===== config.mk =====
export PLATFORM = sky130hd
export DESIGN_NAME = ncl_add_sched
export DESIGN_NICKNAME = d
export VERILOG_FILES = /design/src/rtl/ncl_add_sched.sv
export SDC_FILE = /design/constraint.sdc
export NUM_CORES = 1
export LEC_CHECK = 0
export ABC_AREA = 0
export ABC_CLOCK_PERIOD_IN_PS = 6900
export CAP_MARGIN = 20
export CORE_UTILIZATION = 40
export CTS_CLUSTER_SIZE = 12
export DETAILED_ROUTE_END_ITERATION = 16
export GPL_TIMING_DRIVEN = 1
export PLACE_DENSITY = 0.69
export SYNTH_ARGS = -nofsm -noshare
export SYNTH_HDL_FRONTEND = slang
export SYNTH_SLANG_ARGS = --single-unit

===== constraint.sdc =====
create_clock -name clk -period 6.9 [get_ports clk]
set_clock_uncertainty 0.15 [all_clocks]
set_input_delay 1.38 -clock clk [delete_from_list [all_inputs] [get_ports clk]]
set_output_delay 1.38 -clock clk [all_outputs]
set_load 0.02 [all_outputs]

===== src/rtl/ncl_add_sched.sv =====
// Clocked scheduler that arbitrates two requesters onto one dual-rail NCL adder.
// Optional build macro NCL_SCHED_TIMEOUT_EN adds a bounded wait on every adder wavefront.
module ncl_add_sched #(
    parameter int W   = 8,
    parameter int TMO = 255
) (
    input  logic           clk,
    input  logic           init,
    input  logic           req0,
    input  logic           req1,
    input  logic [W-1:0]   a0,
    input  logic [W-1:0]   b0,
    input  logic [W-1:0]   a1,
    input  logic [W-1:0]   b1,
    input  logic           cin0,
    input  logic           cin1,
    output logic           done0,
    output logic           done1,
    output logic [W-1:0]   sum,
    output logic           cout,
    output logic [2*W-1:0] a_dr,
    output logic [2*W-1:0] b_dr,
    output logic [1:0]     cin_dr,
    input  logic [2*W-1:0] sum_dr,
    input  logic [1:0]     cout_dr,
    output logic           res_comp,
    output logic           err,
    output logic           tmo
);

    localparam int RW = 2 * W + 2;

    typedef enum logic [2:0] {
        IDLE = 3'd0,
        DATA = 3'd1,
        CAPT = 3'd2,
        NUL  = 3'd3,
        WNUL = 3'd4
    } state_t;

    function automatic logic [2*W-1:0] dr_enc(input logic [W-1:0] v);
        logic [2*W-1:0] r;
        r = {(2*W){1'b0}};
        for (int i = 0; i < W; i++) begin
            r[2*i +: 2] = {v[i], ~v[i]};
        end
        return r;
    endfunction

    state_t         state_r, state_n;
    logic           gnt_r, gnt_n;
    logic [RW-1:0]  sync1_r, sync2_r;
    logic           complete_s, null_s, illegal_s;
    logic [W-1:0]   sum_dec_s;
    logic           cout_dec_s;
    logic           go_s, cap_s, zero_s, rc_n, err_set_s;
    logic [2*W-1:0] a_dr_r, b_dr_r;
    logic [1:0]     cin_dr_r;
    logic           rc_r, done0_r, done1_r, cout_r, err_r;
    logic [W-1:0]   sum_r;

    // Two-flop synchronizer on every adder result rail
    always_ff @(posedge clk or posedge init) begin
        if (init) begin
            sync1_r <= {RW{1'b0}};
            sync2_r <= {RW{1'b0}};
        end else begin
            sync1_r <= {cout_dr, sum_dr};
            sync2_r <= sync1_r;
        end
    end

    // Completion, null and illegal-code detection plus rail1 decode
    always_comb begin
        complete_s = 1'b1;
        illegal_s  = 1'b0;
        sum_dec_s  = {W{1'b0}};
        for (int i = 0; i < W + 1; i++) begin
            complete_s = complete_s & (sync2_r[2*i +: 2] == 2'b01 || sync2_r[2*i +: 2] == 2'b10);
            illegal_s  = illegal_s | (sync2_r[2*i +: 2] == 2'b11);
        end
        for (int i = 0; i < W; i++) begin
            sum_dec_s[i] = sync2_r[2*i+1];
        end
        cout_dec_s = sync2_r[2*W+1];
        null_s     = (sync2_r == {RW{1'b0}});
    end

`ifdef NCL_SCHED_TIMEOUT_EN
    localparam int CW = $clog2(TMO + 1);
    logic [CW-1:0] cnt_r;
    logic          tmo_r, tmo_set_s, tmo_hit_s;

    assign tmo_hit_s = (cnt_r == CW'(TMO - 1));
`endif

    // State register; gnt_r remembers the last grant and starts at 1 so requester 0 wins first
    always_ff @(posedge clk or posedge init) begin
        if (init) begin
            state_r <= IDLE;
            gnt_r   <= 1'b1;
        end else begin
            state_r <= state_n;
            gnt_r   <= gnt_n;
        end
    end

    // Next-state and control decode
    always_comb begin
        state_n   = state_r;
        gnt_n     = gnt_r;
        go_s      = 1'b0;
        cap_s     = 1'b0;
        zero_s    = 1'b0;
        rc_n      = rc_r;
        err_set_s = 1'b0;
`ifdef NCL_SCHED_TIMEOUT_EN
        tmo_set_s = 1'b0;
`endif
        case (state_r)
            IDLE: begin
                rc_n = 1'b1;
                if ((req0 || req1) && null_s) begin
                    go_s    = 1'b1;
                    state_n = DATA;
                    if (req0 && req1) begin
                        gnt_n = ~gnt_r;
                    end else begin
                        gnt_n = req1;
                    end
                end else begin
                    state_n = IDLE;
                end
            end
            DATA: begin
                err_set_s = illegal_s;
                if (complete_s) begin
                    state_n = CAPT;
`ifdef NCL_SCHED_TIMEOUT_EN
                end else if (tmo_hit_s) begin
                    tmo_set_s = 1'b1;
                    zero_s    = 1'b1;
                    rc_n      = 1'b0;
                    state_n   = NUL;
`endif
                end else begin
                    state_n = DATA;
                end
            end
            CAPT: begin
                cap_s   = 1'b1;
                zero_s  = 1'b1;
                rc_n    = 1'b0;
                state_n = NUL;
            end
            NUL: begin
                rc_n    = 1'b0;
                state_n = WNUL;
            end
            WNUL: begin
                err_set_s = illegal_s;
                if (null_s) begin
                    rc_n    = 1'b1;
                    state_n = IDLE;
`ifdef NCL_SCHED_TIMEOUT_EN
                end else if (tmo_hit_s) begin
                    tmo_set_s = 1'b1;
                    rc_n      = 1'b1;
                    state_n   = IDLE;
`endif
                end else begin
                    state_n = WNUL;
                end
            end
            default: begin
                rc_n    = 1'b1;
                state_n = IDLE;
            end
        endcase
    end

    // Registered outputs; operand rails only move on grant and on the return-to-null step
    always_ff @(posedge clk or posedge init) begin
        if (init) begin
            a_dr_r   <= {(2*W){1'b0}};
            b_dr_r   <= {(2*W){1'b0}};
            cin_dr_r <= 2'b00;
            rc_r     <= 1'b1;
            done0_r  <= 1'b0;
            done1_r  <= 1'b0;
            sum_r    <= {W{1'b0}};
            cout_r   <= 1'b0;
            err_r    <= 1'b0;
        end else begin
            if (go_s) begin
                a_dr_r   <= dr_enc(gnt_n ? a1 : a0);
                b_dr_r   <= dr_enc(gnt_n ? b1 : b0);
                cin_dr_r <= gnt_n ? {cin1, ~cin1} : {cin0, ~cin0};
            end else if (zero_s) begin
                a_dr_r   <= {(2*W){1'b0}};
                b_dr_r   <= {(2*W){1'b0}};
                cin_dr_r <= 2'b00;
            end else begin
                a_dr_r   <= a_dr_r;
                b_dr_r   <= b_dr_r;
                cin_dr_r <= cin_dr_r;
            end
            if (cap_s) begin
                sum_r  <= sum_dec_s;
                cout_r <= cout_dec_s;
            end else begin
                sum_r  <= sum_r;
                cout_r <= cout_r;
            end
            rc_r    <= rc_n;
            done0_r <= cap_s & ~gnt_r;
            done1_r <= cap_s & gnt_r;
            err_r   <= err_r | err_set_s;
        end
    end

`ifdef NCL_SCHED_TIMEOUT_EN
    // Wavefront wait counter, restarted on every state change
    always_ff @(posedge clk or posedge init) begin
        if (init) begin
            cnt_r <= {CW{1'b0}};
            tmo_r <= 1'b0;
        end else begin
            if (state_n != state_r) begin
                cnt_r <= {CW{1'b0}};
            end else if (state_r == DATA || state_r == WNUL) begin
                cnt_r <= cnt_r + CW'(1);
            end else begin
                cnt_r <= cnt_r;
            end
            if (tmo_set_s) begin
                tmo_r <= 1'b1;
            end else begin
                tmo_r <= tmo_r;
            end
        end
    end

    assign tmo = tmo_r;
`else
    assign tmo = 1'b0;
`endif

    assign a_dr     = a_dr_r;
    assign b_dr     = b_dr_r;
    assign cin_dr   = cin_dr_r;
    assign res_comp = rc_r;
    assign done0    = done0_r;
    assign done1    = done1_r;
    assign sum      = sum_r;
    assign cout     = cout_r;
    assign err      = err_r;

endmodule


=== Word-level counts from Yosys, hierarchy flattened ===
Index checks and enable logic that the tools add are counted.

* Register bits after elaboration: 87
* Input port bits: 56
* Logic and storage cells: 123

* Reductions and logical operators: 18
* Equality and inequality tests: 32
* Bitwise gates (word level): 39
* Muxes and demuxes: 21

{| class="wikitable"
|+ Operators by type and width
! kind !! count
|-
| 2-to-1 mux 16 bit || 3
|-
| equality test 2 bit (second input constant) || 18
|-
| NOT 1 bit || 20
|-
| equality test 2 x 1 -> 1 bit (second input constant) || 9
|-
| logical NOT 18 bit || 1
|-
| 2-to-1 mux 8 bit || 2
|-
| case mux 3 bit (5 select lines) || 1
|-
| AND 1 bit || 10
|-
| logical OR 1 bit || 10
|-
| 2-to-1 mux 1 bit || 9
|-
| OR 1 bit || 9
|-
| 2-to-1 mux 2 bit || 4
|-
| equality test 3 x 2 -> 1 bit (second input constant) || 2
|-
| OR reduction 2 bit || 2
|-
| equality test 3 x 1 -> 1 bit (second input constant) || 1
|-
| equality test 3 bit (second input constant) || 1
|-
| logical NOT 3 bit || 1
|-
| 2-to-1 mux 3 bit || 1
|-
| case mux 1 bit (3 select lines) || 1
|-
| logical AND 1 bit || 2
|-
| != test 2 bit (second input constant) || 1
|-
| AND reduction 2 bit || 1
|-
| nonzero test 2 bit || 1
|}

=== Longest topological paths before layout ===
Gate-level depths: netlist of run 1.

* Depth in word-level cells: 12
* Mapped depth: 7
* Depth with buffers taken out: 6

=== Worst setup path after synthesis of run 1 ===
OpenSTA, ideal clock, no wires.

* Kind: input to register
* Start: in req1
* End: reg b_dr_r[11], in the netlist b_dr[11]
* Arrival time: 2604 ps
* Path slack: 4021 ps
* Stages on the path: 4
* Setup time: 125 ps
* Data required time: 6625 ps
* Buffers on the path: 1
* Cell sequence: a21boi_2 > buf_2 > mux2_2 > mux2_4

* Cells in the longest elaborated chain, start to end: 6
* Elaborated cells on any way between the ends: 11
* Those cells by class: 7 x mux; 4 x reduce/logical

{| class="wikitable"
|+ RTL lines
! item !! line !! RTL
|-
| start, declared || 10 || <nowiki>input logic req1,</nowiki>
|-
| logical AND 1 bit / logical OR 1 bit (equally long branches) || 126, 123 ||
|-
| 2-to-1 mux 1 bit / logical AND 1 bit (equally long branches) || 126, 123 ||
|-
| 2-to-1 mux 1 bit || 123 || <nowiki>if ((req0 || req1) && null_s) begin</nowiki>
|-
| 2-to-1 mux 1 bit || 120 || <nowiki>case (state_r)</nowiki>
|-
| 2-to-1 mux 8 bit || 197 || <nowiki>b_dr_r <= dr_enc(gnt_n ? b1 : b0);</nowiki>
|-
| 2-to-1 mux 16 bit || 195 || <nowiki>if (go_s) begin</nowiki>
|-
| end signal, assigned || 197 ||
|-
| end signal, assigned || 201 || <nowiki>b_dr_r <= {(2*W){1'b0}};</nowiki>
|-
| end signal, assigned || 205 || <nowiki>b_dr_r <= b_dr_r;</nowiki>
|-
| end, declared || 57 || <nowiki>logic [2*W-1:0] a_dr_r, b_dr_r;</nowiki>
|}

Parallel ways exist; a longest one is shown, timed or not.
A chain may end at the register's enable or synchronous reset.

=== Final worst setup path of run 1 ===
* Start: in req0
* End: reg a_dr_r[15], in the netlist a_dr[15]

* Cells in the longest elaborated chain, start to end: 6
* Elaborated cells on any way between the ends: 11
* Those cells by class: 7 x mux; 4 x reduce/logical

{| class="wikitable"
|+ RTL lines
! item !! line !! RTL
|-
| start, declared || 9 || <nowiki>input logic req0,</nowiki>
|-
| logical AND 1 bit / logical OR 1 bit (equally long branches) || 126, 123 ||
|-
| 2-to-1 mux 1 bit / logical AND 1 bit (equally long branches) || 126, 123 ||
|-
| 2-to-1 mux 1 bit || 123 ||
|-
| 2-to-1 mux 1 bit || 120 ||
|-
| 2-to-1 mux 8 bit || 196 || <nowiki>a_dr_r <= dr_enc(gnt_n ? a1 : a0);</nowiki>
|-
| 2-to-1 mux 16 bit || 195 ||
|-
| end signal, assigned || 196 ||
|-
| end signal, assigned || 200 || <nowiki>a_dr_r <= {(2*W){1'b0}};</nowiki>
|-
| end signal, assigned || 204 || <nowiki>a_dr_r <= a_dr_r;</nowiki>
|-
| end, declared || 57 ||
|}

Parallel ways exist; a longest one is shown, timed or not.

==> results of run 1 <==
worst register-to-register path, stage by stage, from the launching register on:
cell and delay, ps:
sky130_fd_sc_hd__dfrtp_1 400, sky130_fd_sc_hd__inv_1 60, sky130_fd_sc_hd__ha_1 150, sky130_fd_sc_hd__nand4_1 140
sky130_fd_sc_hd__or4_4 840, sky130_fd_sc_hd__mux2_4 420
logic make-up (layout without fill, tap and decap cells):
kind of cell               Yosys count  after routing  synth area share (%)
DFF                                 87             87                  60.3
and+or+nand+nor                     67             67                  9.25
buffers and inverters               33            143                  4.29
xor gates and xnor gates             1              1                 0.242
muxes                               52             52                  16.8
other                                1              1                 0.104
adders and majority gates           18             18                  6.23
AOI/OAI and AO/OA                   16             16                  2.77
power by group:
group	switching, mW	internal, mW	total [mW]
clock	0.188	0.134	0.322
combinational	0.0524	0.0648	0.117
sequential	0.0145	0.531	0.546
total	0.255	0.730	0.985
per-layer routing:
layer  part of all wire [%]  vias up  GRT usage [%]
met5                      0        -              0
met4                    1.4        0           5.86
met3                    5.4        7           4.62
met2                     50       71           25.3
met1                     44     1109           18.8
li1                       -     1112              -
area by class of cell:
class	instances	area (µm²)
Clock buffer	9	124
Clock inverter	7	55.1
Fill cell	731	3800
Inverter	21	80.1
Multi-Input combinational cell	155	1280
Sequential cell	87	2180
Tap cell	108	135
Timing Repair Buffer	106	1070
registers in the layout, indices dropped and copies added (netlist names):
| signal | count |
|---|---|
| done1 | 1 |
| err | 1 |
| gnt_r | 1 |
| b_dr | 16 |
| sum | 8 |
| done0 | 1 |
| res_comp | 1 |
| cin_dr | 2 |
| a_dr | 16 |
| sync2_r | 18 |
| sync1_r | 18 |
| state_r | 3 |
| cout | 1 |
path summary, 6_finish.rpt:
path / to / startpoint / cells after the start
worst max register to register: a_dr[15]$_DFFE_PP0P_ / sync2_r[10]$_DFF_PP0_ / 5
worst min-delay path: sync2_r[10]$_DFF_PP0_ / sync1_r[10]$_DFF_PP0_ / 0
min in group asynchronous: b_dr[5]$_DFFE_PP0P_ / init / 3
worst max-delay path: a_dr[15]$_DFFE_PP0P_ / req0 / 4
worst min register to register: sync2_r[10]$_DFF_PP0_ / sync1_r[10]$_DFF_PP0_ / 0
max in group asynchronous: gnt_r$_DFF_PP1_ / init / 4
synthesized netlist by cell type, drive strengths merged:
library cell and n:
nand4 2, dfstp 2, nor3 2, buf 8
nand3 3, a21oi 1, nand2b 1, nand4b 1
mux2 33, nor2 6, xnor2 1, clkbuf 4
dfrtp 85, or4 1, conb 1, o21ai 10
nand3b 1, and2 17, a21boi 1, mux2i 19
or3b 1, o22a 1, nor4 1, ha 18
a21o 1, nand2 31, inv 21, o311ai 2
metrics by stage:
step / power (mW) / worst slack, ps / instances / utilization (%)
CTS: 0.995 / 3830 / 492 / 56.1
floorplan: 0.610 / 3120 / 275 / -
detailed placement: 0.672 / 3470 / 476 / 54.1
global route: 1.03 / 3810 / 493 / 56.5
finish: 0.985 / 3840 / 493 / 56.5
global placement: 0.670 / 3490 / 476 / 54.1
==> implementation parameters, run 1 <==
Parameter                              Value

Global routing
  GR Util All Layers ... between 15 and 20%
  Pin count of the biggest net entering global routing ... just under 90
  Antenna violations before repair ... 0
  Number of global-route vias before repair ... 2,413
  Total congestion overflow ... 0
  Wire length of the first global-routing pass ... between 10,000 and 15,000 µm

Synthesis
  Top-area cell type share of the netlist area ... 58.9%
  Flops & latches, synth ... between 80 and 90
  Synth cell types ... 33
  Seq/Total Area, Yosys ... 60.3%
  Post-synth net total ... 349
  Synthesized netlist cell count ... between 200 and 300
  Library cell occupying the most area in the post-synthesis netlist ... sky130_fd_sc_hd__dfrtp_1
  Largest cells by area after synthesis ... sky130_fd_sc_hd__dfrtp_1, sky130_fd_sc_hd__mux2_2, sky130_fd_sc_hd__ha_1, sky130_fd_sc_hd__mux2i_1, sky130_fd_sc_hd__mux2_4
  Cell Area, Synth ... ~3600 µm²
  Average size of a mapped cell ... 13.1 µm²
  Number of warnings issued by yosys ... 0

STA
  RSZ-0062 raised after global routing ... false
  Number of hold-slack violations in the final timing report ... 0
  Fin Hold WS ... ~200 ps
  Count of final max-slew check failures ... 0
  Fin crit share ... between 40 and 50%
  Transition time at the pin with the least slew margin ... around 600 ps
  Endpoints failing setup ... 0
  Max_slew headroom ... between 50% and 60%
  Total negative setup slack ... 0 ps
  Max Fclk ... between 0.3 and 0.4 GHz
  Min Tclk post-route ... 3060 ps

Worst setup path
  Crit-path max FO ... 36
  Startpoint class of the critical path ... input pin
  Family with the most delay on the worst path ... simple AND/OR/NAND/NOR gates
  Register-to-register setup slack ... 4640 ps
  Cell Chain, Critical Path ... clkdlybuf4s50_1 > o21ai_1 > or4_4 > mux2_4
  Setup CP Type ... input pin to flop
  Master of the slowest instance on the critical path ... sky130_fd_sc_hd__or4_4
  Crit-path max cell delay ... just under 800 ps
  Worst Path Arrival ... between 3000 and 4000 ps
  Crit path buffers/inverters ... 1
  Required time reported for the critical path endpoint ... around 7000 ps
  Critical Path End Type ... flop

Placement
  Routability congestion estimate ... between 0.7 and 0.8
  Number of buffer cells added on primary ports ... slightly above 100
  Placement Cell Area ... 4720 µm²
  Detailed-placement wirelength estimate ... about 4600 µm

Job
  Max-cap violations ... 0

Final layout
  Layout cell share with drive strength beyond 1 ... 15.6%
  Layout overhead on the synthesized area ... 36.3%
  Post-Layout Inst Area ... between 4000 and 5000 µm²
  Final nets ... 454
  # diodes ... 0
  Most common cell after layout, fill and taps aside ... sky130_fd_sc_hd__clkdlybuf4s50_1
  Top library cells by usage in the layout, fill and taps aside ... sky130_fd_sc_hd__clkdlybuf4s50_1, sky130_fd_sc_hd__dfrtp_1, sky130_fd_sc_hd__nand2_1

Hold path
  Hold Path Class ... flop to flop

Floorplanning
  Effective utilization at floorplan ... between 40% and 50%
  Vertical extent of the die ... around 97 µm
  I/O Pins ... 104
  DIE AREA ... about 9400 µm²
  Number of cell rows ... 34
  Die outline width ... between 90 and 100 µm
  Standard cell core area ... ~8700 µm²

Power
  Pwr per Cell Area ... roughly 200 nW/µm²
  Static leakage ... between 2 and 2.5 nW
  Peak VDD IR ... ~130 µV

CTS
  H-Tree Depth ... 3
  TritonCTS clock tree ... done
  Clk Latency, worst-skew pair ... between 300 and 400 ps
  Worst-path clk slew ... around 90 ps
  Count of buffers added by post-CTS timing repair for setup ... 0
  Clock Sinks ... 87
  CTS resizes ... 0
  Clock buffers created by TritonCTS ... 9
  Clock Root Buffer ... sky130_fd_sc_hd__clkbuf_8
  Buffers from clock root to sink, at most ... 2
  Cts hold-fix bufs ... 0

Drt
  Count of antenna-violating nets left after detailed routing ... 0
  Via count ... roughly 2,300
  Detail-routed net length per standard cell ... 13.6 µm
  Per-cell via count in the routed design ... ~4.7
  Detailed-route DRC error count ... 0
  DRC violation total after the first TritonRoute iteration ... 84
  Total wire length after detailed routing ... 6690 µm
  First-pass iteration count of the detailed router ... 4

Status
  Run status ... finished clean
Note: power is estimated with default switching activity, not from simulation.
==> run 2, diff against run 1 <==
--- a/config.mk
+++ b/config.mk
@@ -6,7 +6,7 @@
 export NUM_CORES = 1
 export LEC_CHECK = 0
 export ABC_AREA = 0
-export ABC_CLOCK_PERIOD_IN_PS = 6900
+export ABC_CLOCK_PERIOD_IN_PS = 3200
 export CAP_MARGIN = 20
 export CORE_UTILIZATION = 40
 export CTS_CLUSTER_SIZE = 12
==> constraint.sdc (replaced) <==
create_clock -name clk -period 3.2 [get_ports clk]
set_clock_uncertainty 0.15 [all_clocks]
set_input_delay 0.64 -clock clk [delete_from_list [all_inputs] [get_ports clk]]
set_output_delay 0.64 -clock clk [all_outputs]
set_load 0.02 [all_outputs]
==> implementation parameters, run 2 (same netlist as run 1, synthesis figures left out) <==
Parameter                              Value

Worst setup path
  Required time reported for the critical path endpoint ... 3290 ps
  Cell Chain, Critical Path ... clkdlybuf4s50_1 > o21ai_1 > or4_4 > mux2_4
  Critical Path End Type ... flop
  Crit path buffers/inverters ... 1
  Startpoint class of the critical path ... input pin
  Reg-to-reg startpoint ... sync2_r[1]$_DFF_PP0_
  Worst Path Arrival ... approximately 2400 ps
  Setup CP Type ... input pin to flop
  Crit-path max cell delay ... between 700 and 800 ps
  Family with the most delay on the worst path ... simple AND/OR/NAND/NOR gates
  Crit-path max FO ... 36
  Master of the slowest instance on the critical path ... sky130_fd_sc_hd__or4_4
  Launch point of the worst path ... req0

Hold path
  Start point of the worst min-delay path ... sync1_r[10]$_DFF_PP0_
  Hold Path Class ... flop to flop

STA
  Total negative setup slack ... 0 ps
  Max_slew headroom ... a little under a third
  Fin crit share ... a little over 70%
  Endpoints failing setup ... 0
  Max Fclk ... roughly 0.43 GHz
  Min Tclk post-route ... approximately 2300 ps
  Fin Hold WS ... between 200 and 250 ps
  Count of final max-slew check failures ... 0
  Number of hold-slack violations in the final timing report ... 0
  RSZ-0062 raised after global routing ... false
  Transition time at the pin with the least slew margin ... slightly above 1000 ps

Global routing
  Met3 Usage GRT ... 3.90%
  Global-route met1 utilization ... a little under a fifth
  Number of global-route vias before repair ... ~2,400
  Antenna violations before repair ... 0
  Layer with the highest usage after global routing ... met2
  Total congestion overflow ... 0
  Met2 track demand over resource in global routing ... 25.6%
  GR Util All Layers ... ~15%
  Wire length of the first global-routing pass ... between 10,000 and 15,000 µm
  Pin count of the biggest net entering global routing ... 64

Status
  Run status ... finished clean

Floorplanning
  Number of cell rows ... 34
  Standard cell core area ... roughly 8700 µm²
  DIE AREA ... 9420 µm²
  Effective utilization at floorplan ... between 40% and 50%
  Die outline width ... 97.0 µm
  Vertical extent of the die ... slightly below 100 µm
  I/O Pins ... 104

CTS
  TritonCTS clock tree ... done
  H-Tree Depth ... 3
  Count of buffers added by post-CTS timing repair for setup ... 0
  Clock buffers created by TritonCTS ... 9
  Clock Sinks ... 87
  Buffers from clock root to sink, at most ... 2
  Cts hold-fix bufs ... 0
  Clk Latency, worst-skew pair ... approximately 350 ps
  Worst-path clk slew ... around 90 ps
  CTS resizes ... 0
  Clock Root Buffer ... sky130_fd_sc_hd__clkbuf_8

Job
  Max-cap violations ... 0

Power
  Peak VDD IR ... 267 µV
  Switching portion of total power ... 26.1%
  Clk pwr share ... between 30% and 40%
  Internal power consumption ... roughly 1.6 mW
  Pwr per Cell Area ... between 400 and 500 nW/µm²
  Net switching power ... ~0.56 mW
  Relative contribution of combinational cells to total power ... 11.8%
  Static leakage ... ~2.4 nW
  Sequential share of power ... 54.9%

Drt
  Count of antenna-violating nets left after detailed routing ... 0
  First-pass iteration count of the detailed router ... 4
  DRC violation total after the first TritonRoute iteration ... between 80 and 90
  Per-cell via count in the routed design ... 4.63
  Via count ... approximately 2,300
  Detail-routed net length per standard cell ... 13.6 µm
  Detailed-route DRC error count ... 0
  Total wire length after detailed routing ... approximately 6700 µm

Final layout
  Final nets ... roughly 450
  Storage cell area ... 2180 µm²
  Top flop regs ... sync1_r (18), sync2_r (18)
  # diodes ... 0
  Layout cell share with drive strength beyond 1 ... ~15%
  Fin cells ... 491
  Post-Layout Inst Area ... 4910 µm²
  Filler cell count ... roughly 730
  Combined area of the multi-input logic cells ... approximately 1300 µm²
  Most common cell after layout, fill and taps aside ... sky130_fd_sc_hd__clkdlybuf4s50_1
  Top library cells by usage in the layout, fill and taps aside ... sky130_fd_sc_hd__clkdlybuf4s50_1, sky130_fd_sc_hd__dfrtp_1, sky130_fd_sc_hd__nand2_1
  Layout overhead on the synthesized area ... 35.8%

Placement
  Detailed-placement wirelength estimate ... 4690 µm
  DP Cell Count ... roughly 480
  Number of buffer cells added on primary ports ... roughly 100
  Routability congestion estimate ... 0.728
  Placement Cell Area ... 4720 µm²
-- run 2: layout make-up --
cell class	instances	area share, %
clock buffer	9	2.52
clock inverter	7	1.27
inverter	21	1.63
multi-input combinational	155	26.1
sequential	87	44.4
tap	108	2.75
timing repair buffer	104	21.4
-- run 2: stage by stage --
stage	utilization, %	power [mW]	setup slack (ps)
6_report	56.3	2.14	873
5_1_grt	56.3	2.25	813
4_1_cts	56.3	2.17	876
3_5_place_dp	54.1	1.45	511
3_3_place_gp	54.1	1.45	533
2_1_floorplan	-	1.31	163
-- run 2: path summary, 6_finish.rpt --
kind | cells past startpoint | to | slack [ps]
min in group asynchronous | 2 | b_dr[7]$_DFFE_PP0P_ | 450
worst min-delay path | 0 | sync2_r[10]$_DFF_PP0_ | 200
worst min register to register | 0 | sync2_r[10]$_DFF_PP0_ | 200
max in group asynchronous | 3 | res_comp$_DFFE_PP1P_ | 1750
worst max register to register | 5 | a_dr[15]$_DFFE_PP0P_ | 910
worst max-delay path | 4 | a_dr[15]$_DFFE_PP0P_ | 870
-- run 2: power groups by stage --
stage                     Clock (mW)  Sequential, mW  Combinational (mW)
final                          0.713            1.18               0.252
after global routing           0.790            1.18               0.278
after CTS                      0.741            1.18               0.257
after detailed placement           0            1.20               0.256
after global placement             0            1.20               0.250
after floorplan                    0            1.21               0.101
-- run 2: worst reg2reg max path: cells and delay by family (launching register included) --
kind / cells / cell delay [ps]
fa+ha+maj: 1 / 140
buf+inv: 1 / 80
flops: 1 / 390
mux: 1 / 420
simple gates: 2 / 1010
-- run 2: per-layer routing --
layer	wire, µm	up-vias
met2	3230	69
met5	0	-
met1	2980	1090
met4	111	0
met3	338	9
li1	-	1106
